<file path="config.mk">
export PLATFORM = sky130hd
export DESIGN_NAME = calc_display
export DESIGN_NICKNAME = d
export VERILOG_FILES = /design/src/rtl/calc_display.sv
export SDC_FILE = /design/constraint.sdc
export NUM_CORES = 1
export LEC_CHECK = 0
export BUFFER_PORTS_ARGS = -buffer_cell sky130_fd_sc_hd__buf_4
export CORE_MARGIN = 1.5
export CORE_UTILIZATION = 45
export DETAILED_ROUTE_END_ITERATION = 8
export SLEW_MARGIN = 20
export SYNTH_ARGS = -nofsm -noshare
export SYNTH_HDL_FRONTEND = slang
export SYNTH_SLANG_ARGS = --single-unit
</file>
<file path="constraint.sdc">
create_clock -name sys_clk -period 9.3 [get_ports sys_clk]
set_input_delay 0.465 -clock sys_clk [delete_from_list [all_inputs] [get_ports sys_clk]]
set_output_delay 0.465 -clock sys_clk [all_outputs]
set_load 0.01 [all_outputs]
</file>
<file path="src/rtl/calc_display.sv">
// Calculator display stage: double-dabble binary-to-BCD converter plus 8-digit 7-segment scan.
// Optional build macro LEAD_ZERO_BLANK_EN blanks leading zero digits (digit 0 always shown).
module calc_display #(
    parameter int SCAN_DIV = 50000
) (
    input  logic        sys_clk,
    input  logic        rst,
    input  logic [27:0] value,
    input  logic        sign,
    input  logic        overflow,
    output logic [6:0]  seg,
    output logic [7:0]  an,
    output logic        neg_led,
    output logic        busy,
    output logic [31:0] disp_bcd
);

    localparam int PW = (SCAN_DIV > 2) ? $clog2(SCAN_DIV) : 1;
    localparam logic [PW-1:0] PRESC_LAST = PW'(SCAN_DIV - 1);

    localparam logic [6:0] GLYPH_BLANK = 7'b1111111;
    localparam logic [6:0] GLYPH_E     = 7'b0000110;

    typedef enum logic [1:0] {IDLE, SHIFT, COMMIT} state_t;

    state_t      state, state_next;
    logic [29:0] snap;
    logic [29:0] cur;
    logic [27:0] sreg;
    logic [35:0] work;
    logic [35:0] work_adj;
    logic [4:0]  bit_cnt;
    logic        disp_ovf;
    logic        disp_sign;

    logic [PW-1:0] presc;
    logic [2:0]    idx;
    logic [2:0]    idx_next;
    logic [3:0]    nib_next;
    logic [6:0]    seg_next;

    function automatic logic [6:0] glyph(input logic [3:0] d);
        case (d)
            4'd0:    glyph = 7'b1000000;
            4'd1:    glyph = 7'b1111001;
            4'd2:    glyph = 7'b0100100;
            4'd3:    glyph = 7'b0110000;
            4'd4:    glyph = 7'b0011001;
            4'd5:    glyph = 7'b0010010;
            4'd6:    glyph = 7'b0000010;
            4'd7:    glyph = 7'b1111000;
            4'd8:    glyph = 7'b0000000;
            4'd9:    glyph = 7'b0010000;
            default: glyph = GLYPH_BLANK;
        endcase
    endfunction

    assign cur = {overflow, sign, value};

    always_ff @(posedge sys_clk) begin
        if (rst) state <= IDLE;
        else     state <= state_next;
    end

    always_comb begin
        state_next = state;
        case (state)
            IDLE:    if (cur != snap) state_next = SHIFT;
            SHIFT:   if (bit_cnt == 5'd27) state_next = COMMIT;
            COMMIT:  state_next = IDLE;
            default: state_next = IDLE;
        endcase
    end

    always_comb begin
        work_adj = work;
        for (int unsigned i = 0; i < 9; i++) begin
            if (work[4*i +: 4] >= 4'd5) work_adj[4*i +: 4] = work[4*i +: 4] + 4'd3;
        end
    end

    always_ff @(posedge sys_clk) begin
        if (rst) begin
            snap      <= '0;
            sreg      <= '0;
            work      <= '0;
            bit_cnt   <= '0;
            disp_bcd  <= '0;
            disp_ovf  <= 1'b0;
            disp_sign <= 1'b0;
        end else begin
            case (state)
                IDLE: begin
                    if (cur != snap) begin
                        snap    <= cur;
                        sreg    <= value;
                        work    <= '0;
                        bit_cnt <= '0;
                    end
                end
                SHIFT: begin
                    {work, sreg} <= {work_adj, sreg} << 1;
                    bit_cnt      <= bit_cnt + 5'd1;
                end
                COMMIT: begin
                    disp_bcd  <= work[31:0];
                    // a ninth BCD digit means the value exceeds eight display digits
                    disp_ovf  <= snap[29] | (work[35:32] != 4'd0);
                    disp_sign <= snap[28];
                end
                default: ;
            endcase
        end
    end

    assign busy    = (state != IDLE);
    assign neg_led = disp_sign & ~disp_ovf & (disp_bcd != 32'd0);

    assign idx_next = (presc == PRESC_LAST) ? idx + 3'd1 : idx;
    assign nib_next = disp_bcd[{idx_next, 2'b00} +: 4];

`ifdef LEAD_ZERO_BLANK_EN
    logic [2:0] msd;

    always_comb begin
        msd = '0;
        for (int unsigned i = 0; i < 8; i++) begin
            if (disp_bcd[4*i +: 4] != 4'd0) msd = 3'(i);
        end
    end

    always_comb begin
        seg_next = glyph(nib_next);
        if (disp_ovf)             seg_next = (idx_next == 3'd0) ? GLYPH_E : GLYPH_BLANK;
        else if (idx_next > msd)  seg_next = GLYPH_BLANK;
    end
`else
    always_comb begin
        seg_next = glyph(nib_next);
        if (disp_ovf) seg_next = (idx_next == 3'd0) ? GLYPH_E : GLYPH_BLANK;
    end
`endif

    // seg and an are both registered from the upcoming index so they switch together
    always_ff @(posedge sys_clk) begin
        if (rst) begin
            presc <= '0;
            idx   <= '0;
            an    <= 8'b11111110;
            seg   <= 7'b1000000;
        end else begin
            presc <= (presc == PRESC_LAST) ? '0 : presc + PW'(1);
            idx   <= idx_next;
            an    <= ~(8'b1 << idx_next);
            seg   <= seg_next;
        end
    end

endmodule

</file>
==> After elaboration in Yosys (flattened, before gate mapping) <==
Memory sizes are Yosys's and may differ from the RTL's.
Cells that the tools add are included.
{ "totals": {"regBits": 169, "latchBits": 0, "mem_bits_rw": 0, "romBits": 112, "input_bits": 32, "out_inout_bits": 49, "word_cells": 79, "mem_count": 1} }
{ "classes": {"add_sub_neg": 12, "multipliers": 0, "n_div": 0, "n_lt_le_gt_ge": 9, "eq_ne": 7, "shift": 2, "mux": 21, "n_bitwise": 5, "n_reduce_logical": 10} }
{ "mem_list": {"columns": ["name", "depth", "width", "rd", "rd_clocked_by_memory_dff", "wr", "line", "text"], "rows": [
  ["(name not given)", 16, 7, 1, 0, 0, "43", "case (d)"]
]} }
{ "op_table": {"columns": ["cell", "count"], "rows": [
  ["case mux 36 bit (2 select lines)", 1],
  ["case mux 28 bit (2 select lines)", 1],
  ["greater-or-equal comparator 4 x 3 -> 1 bit, second input constant", 9],
  ["2-to-1 mux 36 bit", 1],
  ["adder 4 x 2 -> 4 bit, second input constant", 8],
  ["2-to-1 mux 4 bit", 8],
  ["nonzero test 32 bit", 1],
  ["variable part select 32 x 6 -> 4 bit", 1],
  ["inequality test 30 bit", 1],
  ["2-to-1 mux 28 bit", 1],
  ["adder 16 x 1 -> 16 bit, second input constant", 1],
  ["equality test 16 bit, second input constant", 1],
  ["2-to-1 mux 7 bit", 2],
  ["case mux 5 bit (2 select lines)", 1],
  ["NOT 8 bit", 1],
  ["left shift 1 x 3 -> 8 bit, first input constant", 1],
  ["2-to-1 mux 3 bit", 2],
  ["AND reduction 2 bit", 3],
  ["adder 5 x 1 -> 5 bit, second input constant", 1],
  ["equality test 5 bit, second input constant", 1],
  ["2-to-1 mux 5 bit", 1],
  ["2-to-1 mux 2 bit", 2],
  ["inequality test 2 bit, second input constant", 2],
  ["case mux 2 bit (2 select lines)", 1],
  ["other kinds (12)", 14]
]} }

==> Logic depth before layout (Yosys ltp) <==
Gate-level depths: netlist of the first run.
{ "depth": {"word_depth": 5, "depth_mapped": 13, "ltp_nobuf": 11} }

==> Least setup slack after synthesis of the first run <==
OpenSTA, ideal clock, no wires.
{ "synth_timing": {"kind": "flip-flop to flip-flop", "startpoint": "register presc[0]", "endpoint": "register seg[6]", "setup_ps": 122, "arrival_ps": 2944, "required_ps": 9178, "setup_slack_ps": 6234, "path_stages_with_launch": 14, "period_less_slack_ps": 3066, "path_cell_list": "dfxtp_1 > ha_1 > nand3_1 > or4_1 > buf_6 > o22ai_4 > a222oi_1 > o2bb2a_4 > buf_12 > inv_1 > ha_1 > nand2_1 > nand3_2 > a311o_1"} }
{ "synth_via": {"elab_chain_cells": 5} }
{ "synth_rtl": {"columns": ["item", "line", "text"], "rows": [
  ["start, declared", "36", "logic [PW-1:0] presc;"],
  ["start signal, assigned", "152", "presc <= (presc == PRESC_LAST) ? '0 : presc + PW'(1);"],
  ["equality test 16 bit (*)", "119", "assign idx_next = (presc == PRESC_LAST) ? idx + 3'd1 : idx;"],
  ["2-to-1 mux 3 bit (*)", "119", null],
  ["variable part select 32 x 6 -> 4 bit / logical NOT 3 bit (equally long branches)", "120, 140", null],
  ["memory (16 x 7 bit) / 2-to-1 mux 7 bit (equally long branches)", null, null],
  ["2-to-1 mux 7 bit (*)", "140", "if (disp_ovf) seg_next = (idx_next == 3'd0) ? GLYPH_E : GLYPH_BLANK;"],
  ["end signal, assigned", "155", "seg <= seg_next;"],
  ["end, declared", "11", "output logic [6:0] seg,"]
]} }
Every way passes the cells marked *; elsewhere a longest branch is shown, timed or not.
A chain may end at the register's enable or synchronous reset.

==> Worst setup path in the final report of the first run <==
Ends and elaborated chain as after synthesis.

==> results of run 1 <==
placed cells by master, fill, tap and decap left out, drive strengths merged, types with 23 or more instances in the layout:
master  instances
nand2         201
nand3          38
nor2           46
xnor2          42
o21ai          30
buf            88
a22oi          37
inv            32
ha             23
dfxtp         169
a21oi         137
sequential cells by signal (all words and copies together), names as in the netlist:
name	cells
snap	30
bit_cnt	5
seg	7
disp_ovf	1
presc	16
state	2
an	8
disp_sign	1
disp_bcd	32
sreg	28
idx	3
work	36
cell type report:
| class | count | area (µm²) |
|---|---|---|
| Tap cell | 220 | 275 |
| Sequential cell | 169 | 3380 |
| Clock inverter | 12 | 125 |
| Clock buffer | 20 | 447 |
| Timing Repair Buffer | 88 | 661 |
| Inverter | 32 | 120 |
| Fill cell | 1627 | 7670 |
| Multi-Input combinational cell | 700 | 4080 |
worst reg2reg max path, stage by stage (launching register included):
cell and delay [ns]:
dfxtp_1 0.39, ha_1 0.31, nand3_1 0.28, or4_1 0.80
o22ai_4 0.34, a222oi_1 0.19, o2bb2a_4 0.31, inv_1 0.06
ha_1 0.21, nand2_1 0.08, nand3_2 0.07, a311o_1 0.32
layer usage:
layer / routed length [µm] / vias to the layer above / GRT usage (%)
li1: - / 3406 / -
met4: 212 / 0 / 5.79
met3: 876 / 14 / 4.77
met5: 0 / - / 0
met2: 8590 / 140 / 32.6
met1: 9440 / 3149 / 30.6
through the flow:
stage,utilization (%),hold WS (ns),cell area (µm²),instances
floorplan,-,0.432,7810,959
detailed placement,50.8,0.445,8510,1209
global placement,50.8,0.440,8510,1209
global route,54.2,0.297,9090,1241
finish,54.2,0.303,9090,1241
CTS,54.2,0.292,9090,1241
report_power, final:
group	total (mW)	switching [mW]	internal [mW]
clock network	0.691	0.290	0.401
logic	0.109	0.0693	0.0398
registers	0.757	0.0131	0.744
logic make-up after synthesis:
kind of cell / synth area share, %
AO/OA/AOI/OAI: 18.7
adder cells (fa/ha/maj): 3.68
flip-flops: 43.3
XOR/XNOR: 7.18
AND/OR/NAND/NOR: 21.6
multiplexers: 0.801
buffers and inverters: 4.68
path summary, 6_finish.rpt:
kind                                start       end  slack (ns)
worst max-delay path             presc[0]    seg[6]        5.81
worst min-delay path            value[19]  snap[19]        0.30
worst max register to register   presc[0]    seg[6]        5.81
worst min register to register   sreg[18]  sreg[18]        0.45
==> metrics.txt, run 1 <==
# TYPE chip_impl_metric gauge
chip_impl_info{name="status",value="complete, no violations"} 1
chip_impl_metric{name="post-layout-total-power",unit="mW"} 1.56
chip_impl_metric{name="clk_path_buf_depth",unit=""} 2
chip_impl_info{name="timing_worst_setup_path_type",value="flip-flop to flip-flop"} 1
chip_impl_info{name="post-synth-top-count-cell",value="nand2_1"} 1
chip_impl_metric{name="final.period_utilization",unit="%"} 37.5
chip_impl_metric{name="grt_first_pass_wirelength",unit="µm"} 31300
chip_impl_metric{name="finalWorstPathRequiredPeriod",unit="ns"} 3.49
chip_impl_metric{name="critical-path-max-stage-delay",unit="ns"} 0.79
chip_impl_info{name="grt_setup_unrepaired",value="no"} 1
chip_impl_metric{name="synthesis.nets",unit=""} 1014
chip_impl_metric{name="largest_net_degree_at_the_start_of_global_routing",unit=""} 76
chip_impl_metric{name="routed_wl",unit="µm"} 19100
chip_impl_metric{name="layout.nets",unit=""} 1063
chip_impl_metric{name="antenna_cells_inserted",unit=""} 0
chip_impl_metric{name="clock_latency",unit="ns"} 0.42
chip_impl_metric{name="chipWidth",unit="µm"} 135
chip_impl_metric{name="synth_top_cell_area_share",unit="%"} 43.3
chip_impl_metric{name="clock_sinks",unit=""} 169
chip_impl_info{name="path_cells",value="ha_1 > nand3_1 > or4_1 > o22ai_4 > a222oi_1 > o2bb2a_4 > inv_1 > ha_1 > nand2_1 > nand3_2 > a311o_1"} 1
chip_impl_metric{name="drv_slew",unit=""} 0
chip_impl_metric{name="worst_ep_arrival_time",unit="ns"} 3.79
chip_impl_metric{name="number_of_placed_i_o_pins",unit=""} 81
chip_impl_metric{name="tns",unit="ns"} 0
chip_impl_info{name="slowest_stage",value="or4_1"} 1
chip_impl_metric{name="die_area",unit="µm²"} 18200
chip_impl_info{name="post-synth-top-area-cell",value="dfxtp_1"} 1
chip_impl_metric{name="drcViolationCount",unit=""} 0
chip_impl_metric{name="htreeDepth",unit=""} 4
chip_impl_metric{name="detailroute.via_count",unit=""} 6709
chip_impl_metric{name="powerDensity",unit="nW/µm²"} 171
chip_impl_metric{name="first_global_vias",unit=""} 6117
chip_impl_metric{name="track_usage",unit="%"} 21.4
chip_impl_metric{name="clkSlewWorstSetupHoldPaths",unit="ns"} 0.07
chip_impl_metric{name="layout-drive-gt1-share",unit="%"} 13.8
chip_impl_metric{name="cts_made_buffers",unit=""} 17
chip_impl_metric{name="hpwlAfterDp",unit="µm"} 12500
chip_impl_info{name="clock_tree.root_cell",value="clkbuf_16"} 1
chip_impl_metric{name="core",unit="µm²"} 16800
chip_impl_metric{name="worst_case_clock_skew",unit="ns"} 0.00753
chip_impl_metric{name="crit_cells",unit=""} 11
chip_impl_metric{name="synth.yosys.warnings",unit=""} 0
chip_impl_metric{name="worst_reg2reg_path_length_in_cells",unit=""} 11
chip_impl_metric{name="number_of_antenna_violations_at_the_first_check_in_global_routing",unit=""} 0
chip_impl_metric{name="drt_iter0_drc",unit=""} 510
chip_impl_metric{name="worst_path_required_time",unit="ns"} 9.60
chip_impl_info{name="most_instantiated_cells_after_synthesis",value="nand2_1 (200), dfxtp_1 (169), a21oi_1 (137)"} 1
chip_impl_metric{name="floorplan.initialDensity",unit="%"} 46.6
chip_impl_metric{name="fp-row-count",unit=""} 47
chip_impl_metric{name="max_freq",unit="MHz"} 286
chip_impl_metric{name="synthesis.instances",unit=""} 959
chip_impl_metric{name="dp_slack",unit="ns"} 5.84
chip_impl_info{name="synth_flop_cell",value="dfxtp_1"} 1
chip_impl_metric{name="syn_area_per_cell",unit="µm²"} 8.15
chip_impl_info{name="hold_class",value="input port to flip-flop"} 1
chip_impl_metric{name="die_h",unit="µm"} 135
chip_impl_info{name="worst_setup_start_kind",value="flip-flop"} 1
chip_impl_metric{name="place.gp.congestion",unit=""} 0.825
chip_impl_metric{name="yosysUniqueCellTypes",unit=""} 62
chip_impl_metric{name="worstHoldPathCells",unit=""} 3
chip_impl_metric{name="buffer_ports.inserted",unit=""} 80
chip_impl_metric{name="mappedNetlistArea",unit="µm²"} 7810
chip_impl_metric{name="drt-wirelength-per-cell",unit="µm"} 15.4
chip_impl_metric{name="critPathMaxFanout",unit=""} 10
chip_impl_metric{name="worstMarginPinSlew",unit="ns"} 1.00
chip_impl_info{name="critical_path.top_delay_family",value="simple AND/OR/NAND/NOR gates"} 1
chip_impl_metric{name="hold_buffers",unit=""} 0
chip_impl_metric{name="yosys_register_bits",unit=""} 169
chip_impl_metric{name="drtPass1Iterations",unit=""} 5
chip_impl_metric{name="bufs_and_invs_on_worst_path",unit=""} 1
chip_impl_metric{name="routed_via_density",unit=""} 5.41
chip_impl_metric{name="synth_enable_flop_cells",unit=""} 0
chip_impl_metric{name="ctsResizeCount",unit=""} 0
chip_impl_info{name="cts_tree",value="built"} 1
chip_impl_metric{name="drtAntennaViolNets",unit=""} 0
chip_impl_metric{name="layout-area-overhead-vs-synth",unit="%"} 16.3
chip_impl_metric{name="static-leakage-power",unit="nW"} 3.26
chip_impl_metric{name="setup_slack",unit="ns"} 5.81
chip_impl_info{name="end_kind",value="flip-flop"} 1
chip_impl_metric{name="setup-violations-final",unit=""} 0
chip_impl_metric{name="timing_hold_violations_final",unit=""} 0
chip_impl_metric{name="ir_drop",unit="mV"} 0.135
chip_impl_metric{name="maxSlewHeadroom",unit="%"} 33.3
chip_impl_info{name="worst_path_most_repeated_cell",value="ha_1"} 1
chip_impl_metric{name="overflow",unit=""} 0
chip_impl_metric{name="postCtsSetupRepairBufs",unit=""} 0
chip_impl_metric{name="maxCapViolCount",unit=""} 0
chip_impl_info{name="yosys-top-cells-area",value="dfxtp_1 (43%), nand2_1 (9.6%), a21oi_1 (8.8%), xnor2_1 (4.7%), ha_1 (3.7%)"} 1
chip_impl_metric{name="synth_sequential_area_ratio",unit="%"} 43.3
chip_impl_metric{name="async_reset_ff_share",unit="%"} 0
Power figures use the tool's default switching activity.
==> run 2: changes to the inputs <==
==> constraint.sdc (replaced) <==
create_clock -name sys_clk -period 3.55 [get_ports sys_clk]
set_input_delay 0.1775 -clock sys_clk [delete_from_list [all_inputs] [get_ports sys_clk]]
set_output_delay 0.1775 -clock sys_clk [all_outputs]
set_load 0.01 [all_outputs]
==> metrics.txt, run 2 (synthesized netlist as in run 1, its figures left out) <==
# TYPE chip_impl_metric gauge
chip_impl_metric{name="die_area",unit="µm²"} 18200
chip_impl_metric{name="worst_path_required_time",unit="ns"} 3.86
chip_impl_metric{name="max_freq",unit="MHz"} 307
chip_impl_metric{name="worst_case_clock_skew",unit="ns"} 0.00875
chip_impl_info{name="most-common-layout-cells",value="nand2_1 (200), dfxtp_1 (169), a21oi_1 (137)"} 1
chip_impl_metric{name="worst_ep_arrival_time",unit="ns"} 3.57
chip_impl_metric{name="maxSlewHeadroom",unit="%"} 42.6
chip_impl_metric{name="hpwlAfterDp",unit="µm"} 12900
chip_impl_metric{name="r2r_slack",unit="ns"} 0.29
chip_impl_info{name="worst_setup_start_kind",value="flip-flop"} 1
chip_impl_metric{name="largest_net_degree_at_the_start_of_global_routing",unit=""} 85
chip_impl_metric{name="grt_first_pass_wirelength",unit="µm"} 31900
chip_impl_metric{name="tns",unit="ns"} 0
chip_impl_metric{name="dp_slack",unit="ns"} 0.313
chip_impl_metric{name="track_usage",unit="%"} 22.0
chip_impl_metric{name="number_of_placed_i_o_pins",unit=""} 81
chip_impl_metric{name="ctsResizeCount",unit=""} 0
chip_impl_metric{name="antenna_cells_inserted",unit=""} 0
chip_impl_metric{name="timing_hold_violations_final",unit=""} 0
chip_impl_metric{name="place.gp.congestion",unit=""} 0.815
chip_impl_metric{name="layout-drive-gt1-share",unit="%"} 14.2
chip_impl_info{name="worstReg2RegEnd",value="seg[6]"} 1
chip_impl_info{name="rr_startpoint",value="presc[11]"} 1
chip_impl_metric{name="clkSlewWorstSetupHoldPaths",unit="ns"} 0.06
chip_impl_metric{name="die_h",unit="µm"} 135
chip_impl_metric{name="clock_sinks",unit=""} 169
chip_impl_metric{name="critPathMaxFanout",unit=""} 10
chip_impl_metric{name="chipWidth",unit="µm"} 135
chip_impl_metric{name="drt-wirelength-per-cell",unit="µm"} 15.5
chip_impl_metric{name="met3_usage",unit="%"} 4.20
chip_impl_info{name="layout_commonest_cell",value="nand2_1"} 1
chip_impl_metric{name="core",unit="µm²"} 16800
chip_impl_metric{name="drtPass1Iterations",unit=""} 5
chip_impl_metric{name="htreeDepth",unit=""} 4
chip_impl_metric{name="met1_usage",unit="%"} 32.0
chip_impl_metric{name="worst_reg2reg_path_length_in_cells",unit=""} 10
chip_impl_metric{name="setup_slack",unit="ns"} 0.290
chip_impl_metric{name="clk_path_buf_depth",unit=""} 2
chip_impl_info{name="cts_tree",value="built"} 1
chip_impl_info{name="clock_tree.root_cell",value="clkbuf_16"} 1
chip_impl_metric{name="layout-area-overhead-vs-synth",unit="%"} 17.4
chip_impl_metric{name="overflow",unit=""} 0
chip_impl_metric{name="drt_iter0_drc",unit=""} 574
chip_impl_info{name="grt_setup_unrepaired",value="no"} 1
chip_impl_metric{name="worstMarginPinSlew",unit="ns"} 0.862
chip_impl_info{name="grt_busiest_layer",value="met2"} 1
chip_impl_metric{name="groute.layer.met2.usage",unit="%"} 32.5
chip_impl_metric{name="number_of_flip_flops_under_the_largest_register_name",unit=""} 36
chip_impl_metric{name="drv_slew",unit=""} 0
chip_impl_metric{name="buffer_ports.inserted",unit=""} 80
chip_impl_metric{name="first_global_vias",unit=""} 6121
chip_impl_metric{name="cts_made_buffers",unit=""} 17
chip_impl_metric{name="fp-row-count",unit=""} 47
chip_impl_metric{name="drcViolationCount",unit=""} 0
chip_impl_info{name="end_kind",value="flip-flop"} 1
chip_impl_metric{name="powerDensity",unit="nW/µm²"} 447
chip_impl_metric{name="layout.nets",unit=""} 1071
chip_impl_metric{name="maxCapViolCount",unit=""} 0
chip_impl_metric{name="number_of_antenna_violations_at_the_first_check_in_global_routing",unit=""} 0
chip_impl_info{name="largestRegisters",value="work: 36 flops, disp_bcd: 32 flops, snap: 30 flops"} 1
chip_impl_metric{name="finalWorstPathRequiredPeriod",unit="ns"} 3.26
chip_impl_metric{name="routed_wl",unit="µm"} 19400
chip_impl_metric{name="static-leakage-power",unit="nW"} 3.32
chip_impl_metric{name="floorplan.initialDensity",unit="%"} 46.6
chip_impl_metric{name="routed_via_density",unit=""} 5.38
chip_impl_info{name="top_register",value="work"} 1
chip_impl_metric{name="clock_latency",unit="ns"} 0.43
chip_impl_metric{name="final.period_utilization",unit="%"} 91.8
chip_impl_info{name="cp-endpoint",value="seg[6]"} 1
chip_impl_metric{name="ir_drop",unit="mV"} 0.337
chip_impl_metric{name="drtAntennaViolNets",unit=""} 0
chip_impl_info{name="status",value="complete, no violations"} 1
chip_impl_info{name="hold_class",value="input port to flip-flop"} 1
chip_impl_info{name="timing_worst_setup_path_type",value="flip-flop to flip-flop"} 1
chip_impl_metric{name="setup-violations-final",unit=""} 0
chip_impl_metric{name="postCtsSetupRepairBufs",unit=""} 0
chip_impl_metric{name="detailroute.via_count",unit=""} 6711
chip_impl_info{name="startpoint",value="presc[11]"} 1
## run 2: metrics by stage
| step | area, µm² | util, % | std cells | hold WS [ns] | total power [mW] |
|---|---|---|---|---|---|
| floorplan | 7810 | - | 959 | 0.313 | 2.21 |
| global placement | 8590 | 51.3 | 1216 | 0.440 | 2.32 |
| detailed placement | 8590 | 51.3 | 1216 | 0.444 | 2.32 |
| CTS | 9170 | 54.7 | 1247 | 0.000950 | 4.13 |
| global route | 9170 | 54.7 | 1247 | 0.00451 | 4.25 |
| finish | 9170 | 54.7 | 1247 | 0.0154 | 4.10 |
## run 2: area by class of cell
cell class / count / area [µm²]
sequential: 169 / 3380
fill: 1624 / 7590
multi-input combinational: 700 / 4080
tap: 220 / 275
inverter: 32 / 120
clock buffer: 22 / 474
timing repair buffer: 96 / 748
clock inverter: 8 / 93.8
## run 2: worst max-delay path, cell delays in order (launching register included)
cell and delay [ns]:
dfxtp_1 0.35, or4_4 0.58, or4_1 0.63, o22ai_4 0.33
a222oi_1 0.19, o2bb2a_4 0.31, inv_1 0.06, ha_1 0.21
nand2_1 0.08, nand3_2 0.08, a311o_1 0.31
## run 2: what timing repair did
item / CTS / global route
endpoints found under the setup margin: 0 / 0
endpoints found under the hold margin: 1 / 0
hold buffers: 1 / 0
## run 2: routing by layer
layer  vias to the layer above  wire length [µm]
met1                      3153              9990
met2                       117              8390
met4                         0               336
met3                        27               660
li1                       3414                 -
met5                         -                 0
## run 2: how the worst min path moves through the flow
stage,cells past startpoint,endpoint,from
global route,3,snap[17],value[17]
global placement,2,sreg[5],sreg[5]
detailed placement,2,sreg[11],sreg[11]
CTS,3,snap[17],value[17]
finish,3,snap[18],value[18]
floorplan,2,snap[0],value[0]
## run 2: where the power goes
group	switching [mW]	total [mW]	internal [mW]	leakage [nW]
Combinational	0.186	0.299	0.113	1.66
Clock	0.737	1.82	1.08	0.286
Sequential	0.0330	1.98	1.95	1.38
